[src/rtl/key_remap_ctrl.sv]
// Purpose : capture a physical-to-logical key map (Nth accepted key becomes logical note N) and remap pressed keys.
// Latency : mapped_pres is 1 cycle after key_pres; the new map appears 1 cycle after the last accepted key (COMMIT).
// Backpr. : none; input pulses are consumed or ignored in the cycle they arrive.
//
// Ports:
//   sys_clk, rst        rising-edge clock, synchronous active-high reset
//   start / abort       one-cycle pulses: begin capture / cancel capture (esc)
//   key_pose / key_pres debounced press pulses / pressed levels, bit p = physical key p
//   mapped_pres         registered logical pressed vector through the committed map
//   map_flat            committed map, entry p at [p*IDX_W +: IDX_W]
//   busy, progress      capture/commit in flight; keys accepted so far in this capture
//   done/aborted/key_err one-cycle status pulses (commit / cancel or timeout / rejected key)
module key_remap_ctrl #(
    parameter int NUM_KEYS    = 8,
    parameter int IDX_W       = $clog2(NUM_KEYS),
    parameter int TIMEOUT_CYC = 0
) (
    input  logic                      sys_clk,
    input  logic                      rst,
    input  logic                      start,
    input  logic                      abort,
    input  logic [NUM_KEYS-1:0]       key_pose,
    input  logic [NUM_KEYS-1:0]       key_pres,
    output logic [NUM_KEYS-1:0]       mapped_pres,
    output logic [NUM_KEYS*IDX_W-1:0] map_flat,
    output logic                      busy,
    output logic [IDX_W:0]            progress,
    output logic                      done,
    output logic                      aborted,
    output logic                      key_err
);

    localparam logic [1:0] S_IDLE    = 2'd0;
    localparam logic [1:0] S_CAPTURE = 2'd1;
    localparam logic [1:0] S_COMMIT  = 2'd2;

    localparam logic [IDX_W:0]    NK       = (IDX_W+1)'(NUM_KEYS);
    localparam logic [IDX_W:0]    PROG_ONE = (IDX_W+1)'(1);
    localparam logic [NUM_KEYS-1:0] POSE_ONE = NUM_KEYS'(1);
    localparam bit                TMO_EN   = (TIMEOUT_CYC > 0);
    // Wraps when the timeout is disabled, but is only compared when TMO_EN is set.
    localparam logic [31:0]       TMO_LAST = 32'(TIMEOUT_CYC) - 32'd1;

    logic [1:0]          state;
    logic [IDX_W-1:0]    committed [NUM_KEYS];
    logic [IDX_W-1:0]    shadow    [NUM_KEYS];
    logic [NUM_KEYS-1:0] assigned;
    logic [31:0]         timer;

    logic                pose_onehot;
    logic [IDX_W-1:0]    pose_idx;
    logic                key_accept;
    logic                key_reject;
    logic                tmo_hit;
    logic [IDX_W:0]      progress_inc;
    logic [NUM_KEYS-1:0] mapped_nxt;

    // Key decode: only a single fresh key is accepted; anything else non-zero is an error.
    always_comb begin
        pose_onehot = (key_pose != '0) && ((key_pose & (key_pose - POSE_ONE)) == '0);
        pose_idx    = '0;
        for (int p = 0; p < NUM_KEYS; p++) begin
            if (key_pose[p]) begin
                pose_idx = IDX_W'(p);
            end
        end
        key_accept   = pose_onehot && !assigned[pose_idx];
        key_reject   = (key_pose != '0) && !key_accept;
        tmo_hit      = TMO_EN && (timer == TMO_LAST);
        progress_inc = progress + PROG_ONE;
    end

    // Remap always goes through the committed map, so play continues unchanged during capture.
    always_comb begin
        mapped_nxt = '0;
        for (int l = 0; l < NUM_KEYS; l++) begin
            for (int p = 0; p < NUM_KEYS; p++) begin
                if (key_pres[p] && (committed[p] == IDX_W'(l))) begin
                    mapped_nxt[l] = 1'b1;
                end
            end
        end
    end

    always_comb begin
        map_flat = '0;
        for (int p = 0; p < NUM_KEYS; p++) begin
            map_flat[p*IDX_W +: IDX_W] = committed[p];
        end
    end

    assign busy = (state != S_IDLE);

    always_ff @(posedge sys_clk) begin
        done    <= 1'b0;
        aborted <= 1'b0;
        key_err <= 1'b0;
        if (rst) begin
            state       <= S_IDLE;
            assigned    <= '0;
            timer       <= '0;
            progress    <= '0;
            mapped_pres <= '0;
            for (int p = 0; p < NUM_KEYS; p++) begin
                committed[p] <= IDX_W'(p);
                shadow[p]    <= IDX_W'(p);
            end
        end else begin
            mapped_pres <= mapped_nxt;
            case (state)
                S_IDLE: begin
                    if (start) begin
                        state    <= S_CAPTURE;
                        assigned <= '0;
                        progress <= '0;
                        timer    <= '0;
                    end
                end
                S_CAPTURE: begin
                    if (abort || tmo_hit) begin
                        // Committed map was never touched, so cancelling is just leaving.
                        state   <= S_IDLE;
                        aborted <= 1'b1;
                    end else if (start) begin
                        assigned <= '0;
                        progress <= '0;
                        timer    <= '0;
                    end else if (key_accept) begin
                        shadow[pose_idx]   <= progress[IDX_W-1:0];
                        assigned[pose_idx] <= 1'b1;
                        progress           <= progress_inc;
                        timer              <= '0;
                        if (progress_inc == NK) begin
                            state <= S_COMMIT;
                        end
                    end else begin
                        // Rejected presses do not count as activity for the timeout.
                        timer <= timer + 32'd1;
                        if (key_reject) begin
                            key_err <= 1'b1;
                        end
                    end
                end
                S_COMMIT: begin
                    for (int p = 0; p < NUM_KEYS; p++) begin
                        committed[p] <= shadow[p];
                    end
                    done  <= 1'b1;
                    state <= S_IDLE;
                end
                default: begin
                    state <= S_IDLE;
                end
            endcase
        end
    end

endmodule

[config.mk]
export PLATFORM = sky130hd
export DESIGN_NAME = key_remap_ctrl
export DESIGN_NICKNAME = d
export VERILOG_FILES = /design/src/rtl/key_remap_ctrl.sv
export SDC_FILE = /design/constraint.sdc
export NUM_CORES = 1
export LEC_CHECK = 0
export ABC_AREA = 1
export ABC_CLOCK_PERIOD_IN_PS = 5100
export CORE_MARGIN = 2
export CORE_UTILIZATION = 56
export DETAILED_ROUTE_END_ITERATION = 10
export PLACE_DENSITY = 0.83
export SYNTH_ARGS = -nofsm -noshare
export SYNTH_HDL_FRONTEND = slang
export SYNTH_SLANG_ARGS = --single-unit
[constraint.sdc]
create_clock -name sys_clk -period 5.1 [get_ports sys_clk]
set_input_delay 1.02 -clock sys_clk [delete_from_list [all_inputs] [get_ports sys_clk]]
set_output_delay 1.02 -clock sys_clk [all_outputs]
set_load 0.01 [all_outputs]
# Word level (Yosys, flattened, before mapping)
# Memory sizes are Yosys's and may differ from the RTL's.
# Index checks and enable logic that the tools add are counted.
[word_totals]
register_bits = 25
mem_bits_rw = 48
input_bits = 20
word_cells = 292
n_memories = 2
[memory_table]
columns = ["memory", "depth", "word_bits", "rd", "rd_clocked_by_memory_dff", "wr", "line", "source"]
rows = [
  ["committed", 8, 3, 8, 0, 8, "45", "logic [IDX_W-1:0] committed [NUM_KEYS];"],
  ["shadow", 8, 3, 8, 0, 8, "46", "logic [IDX_W-1:0] shadow [NUM_KEYS];"],
]
[op_classes]
add_sub_neg = 2
magnitude_cmp = 2
n_eq_ne = 65
n_mux = 115
n_bitwise = 11
n_reduce_logical = 88
[op_table]
columns = ["cell", "n"]
rows = [
  ["$eq 3x3->1 const B", 32],
  ["$mux 1", 81],
  ["$logic_and 1x1->1", 68],
  ["$eq 3x2->1 const B", 16],
  ["$mux 3", 15],
  ["$mux 8", 4],
  ["$eq 3x1->1 const B", 8],
  ["$logic_not 3->1", 8],
  ["$mux 4", 4],
  ["$pmux 8 s2", 1],
  ["$mux 2", 6],
  ["$ne 3x3->1 const B", 4],
  ["$and 8x8->8", 1],
  ["$logic_not 8->1", 1],
  ["$or 1x1->1", 8],
  ["$or 8x8->8", 1],
  ["$pmux 4 s2", 1],
  ["$reduce_and 4->1", 2],
  ["$reduce_bool 8->1", 1],
  ["$sub 8x1->8 const B", 1],
  ["$reduce_or 5->1", 1],
  ["$add 4x1->4 const B", 1],
  ["$eq 4x4->1 const B", 1],
  ["$lt 3x4->1 const B", 1],
  ["other kinds (13)", 16],
]

# Longest topological paths before layout
[depth]
depth_word = 19
ltp_mapped = 15
mapped_depth_nobuf = 15

# Worst setup path after synthesis
# No wires, ideal clock.
[synth_path]
path_kind = "input to register"
startpoint = "in rst"
endpoint = "mem committed[0][0] in the netlist's numbering, enable pin"
arrival_time_ns = 2.368
required_ns = 4.539
setup_slack_ns = 2.170
path_stages = 4
path_buffers = 2
cell_sequence = "clkbuf_1 -> inv_1 -> clkbuf_1 -> o21ai_0"
[synth_lines]
columns = ["element", "line", "source"]
rows = [
  ["start: declaration", "19", "input logic rst,"],
  ["end: declaration", "45", ""],
]

==> impl_metrics.env <==
export IMPL_core_area_sq_um=6350
export IMPL_final_max_slew_viol_count=0
export IMPL_clk_pin_slew_ns=0.07
export IMPL_relSlewSlack_pct=27.7
export IMPL_setup_worst_path_end_class="flip-flop"
export IMPL_crit_required_ns=5.10
export IMPL_ir_worst_vdd_mv=0.208
export IMPL_cts_sinks=73
export IMPL_ys_warnings_count=0
export IMPL_synth_largest_area_cell="edfxtp_1"
export IMPL_post_cts_buffers=0
export IMPL_num_vias=3176
export IMPL_dp_hpwl_um=5970
export IMPL_grt_usage_pct=22.3
export IMPL_grt_max_degree=25
export IMPL_grt_pass1_wl_um=12700
export IMPL_drtAntennaViolNets=0
export IMPL_slowest_stage="clkdlybuf4s50_1"
export IMPL_hold_worst_slack_ns=0.453
export IMPL_setup_violations=0
export IMPL_combPwrFrac_pct=11.9
export IMPL_final_common_cell="nand2_1"
export IMPL_outcome="finished clean"
export IMPL_layout_common_cells="nand2_1, inv_1, nor2_1, clkdlybuf4s50_1, edfxtp_1"
export IMPL_num_fill_cells=454
export IMPL_final_util_pct=71.3
export IMPL_clockBufferDepth=2
export IMPL_hold_buffers=0
export IMPL_num_nets_final=527
export IMPL_pwr_share_clk_pct=34.1
export IMPL_tns_ns=0
export IMPL_overflow=0
export IMPL_root_buffer="clkbuf_8"
export IMPL_syn_area_sq_um=3660
export IMPL_cp_max_fo=8
export IMPL_routedWlPerCell_um=13.5
export IMPL_syn_inst=439
export IMPL_start_util_pct=57.7
export IMPL_critical_path_class="input pin to flip-flop"
export IMPL_port_buffers=59
export IMPL_grt_pass1_vias=2922
export IMPL_crit_top_cell="nand2_1"
export IMPL_netlist_area_leader_share_pct=39.4
export IMPL_io_pins=60
export IMPL_antenna_found_initial=0
export IMPL_p_int_uw=932
export IMPL_min_path_type="flip-flop to flip-flop"
export IMPL_seq_area_frac_synth_pct=53.0
export IMPL_drcViolationCount=0
export IMPL_clkLatencyLatePin_ns=0.34
export IMPL_drv_cap=0
export IMPL_wl_um=7950
export IMPL_power_total_mw=1.23
export IMPL_switching_share_pct=24.1
export IMPL_avgSynthCellArea_sq_um=8.34
export IMPL_synth_distinct_cells=34
export IMPL_viasPerCell=5.40
export IMPL_final_layout_size_suffix_gt1_share_pct=9.98
export IMPL_cts_buffers=9
export IMPL_power_leakage_nw=1.77
export IMPL_ys_ff_latch=73
export IMPL_cp_arrival_ns=3.13
export IMPL_tightest_slew_ns=1.08
export IMPL_rows=29
export IMPL_synthArstFlopShare_pct=0
export IMPL_dieArea_sq_um=7200
export IMPL_fmax_ghz=0.319
export IMPL_timing_final_crit_share_pct=61.4
export IMPL_dr_pass1_iters=5
export IMPL_cp_start_kind="input pin"
export IMPL_crit_path_max_incr_delay_ns=0.48
export IMPL_clock_skew_ns=0.00920
export IMPL_ctsHtreeMaxLevel=3
export IMPL_drtIter0Drc=252
export IMPL_syn_num_nets=460
export IMPL_rsz0062_at_grt="no"
export IMPL_synth_ff_type="edfxtp_1"
export IMPL_p_switching_uw=296
export IMPL_cp_cell_sequence="clkdlybuf4s50_1, inv_2, nand2_1, nand2_1, nand2_1, nand2_2, nand2_2, nand3_1, nand2_1, nor2_4, nand3_2, nor2_8, inv_4, o21ai_0"
export IMPL_insertedDiodeCount=0
export IMPL_cts_tree="done"
export IMPL_dieHeight_um=84.9
export IMPL_min_period_ns=3.13
export IMPL_routabilityCongestion=1.02
export IMPL_post_cts_resize_count=0
export IMPL_final_hold_viol_count=0
export IMPL_synth_edff_count=48
export IMPL_syn_to_final_growth_pct=23.6
export IMPL_die_w_um=84.9
export IMPL_pwr_share_seq_pct=53.9
export IMPL_synth_area_leaders="edfxtp_1, dfxtp_1, nand2_1"
export IMPL_powerDensity_nw_per_um2=271
[worst max-delay path, delay by kind of cell]
kind | cells | cell delay, ns
and+or+nand+nor | 10 | 1.14
buffers and inverters | 3 | 0.65
AOI/OAI and AO/OA | 1 | 0.33
[power by group through the flow]
stage	Sequential, mW	Clock [mW]	Combinational (mW)
3_5_place_dp	0.675	0	0.144
5_1_grt	0.664	0.456	0.159
3_3_place_gp	0.674	0	0.140
2_1_floorplan	0.680	0	0.0718
4_1_cts	0.662	0.422	0.145
6_report	0.662	0.419	0.146
[flip-flops by register name (all words and copies together), names as in the netlist]
| register | cells |
|---|---|
| committed | 24 |
| shadow | 24 |
| assigned | 8 |
| mapped_pres | 8 |
| progress | 4 |
| state | 2 |
| aborted | 1 |
| done | 1 |
| key_err | 1 |
[worst paths after layout]
check,cells after the start,endpoint,startpoint,slack (ns)
worst max-delay path,14,shadow[7][2],key_pose[2],1.97
worst min-delay path,2,assigned[4],assigned[4],0.45
worst max register to register,8,shadow[7][2],state[0],2.90
worst min register to register,2,assigned[4],assigned[4],0.45
[cells by family (layout without fill, tap and decap cells)]
| kind of cell | Yosys count | in the layout | synth area share (%) |
|---|---|---|---|
| AND/OR/NAND/NOR | 220 | 220 | 27.2 |
| buffers and inverters | 86 | 158 | 8.88 |
| flip-flops | 73 | 73 | 53.0 |
| AO/OA/AOI/OAI | 57 | 57 | 10.0 |
| adder cells (fa/ha/maj) | 1 | 1 | 0.342 |
| XOR/XNOR | 2 | 2 | 0.478 |
[layer usage]
| layer | up-vias | global-route usage (%) | share of wire [%] |
|---|---|---|---|
| li1 | 1589 | - | - |
| met1 | 1405 | 25.6 | 40 |
| met5 | - | 0 | 0 |
| met4 | 0 | 12.1 | 3.8 |
| met2 | 156 | 38.8 | 49 |
| met3 | 26 | 4.96 | 6.8 |
[stage by stage]
step | std cells | cell area, sq um | worst slack, ns
finish | 588 | 4530 | 1.97
global placement | 572 | 4350 | 1.80
detailed placement | 572 | 4350 | 1.71
CTS | 588 | 4530 | 2.02
floorplan | 439 | 3660 | 2.17
global route | 588 | 4530 | 1.83
[Yosys cell counts, drive strengths merged (2+ instances only)]
master,count
a31oi,3
o32a,2
nor2,78
o22ai,5
o21ai,9
nand3,29
a21oi,20
nor3,7
edfxtp,48
nand2,86
a221oi,4
xnor2,2
a22oi,3
a41oi,6
nand4,7
or2,13
inv,80
dfxtp,25
clkbuf,5
[final cells by class]
cell class / count / area, sq um / area share [%]
Clock buffer: 11 / 131 / 2.90
Clock inverter: 5 / 46.3 / 1.02
Inverter: 81 / 307 / 6.77
Multi-Input combinational cell: 280 / 1400 / 30.9
Sequential cell: 73 / 1940 / 42.9
Tap cell: 77 / 96.3 / 2.13
Timing Repair Buffer: 61 / 606 / 13.4
Power figures use the tool's default switching activity.
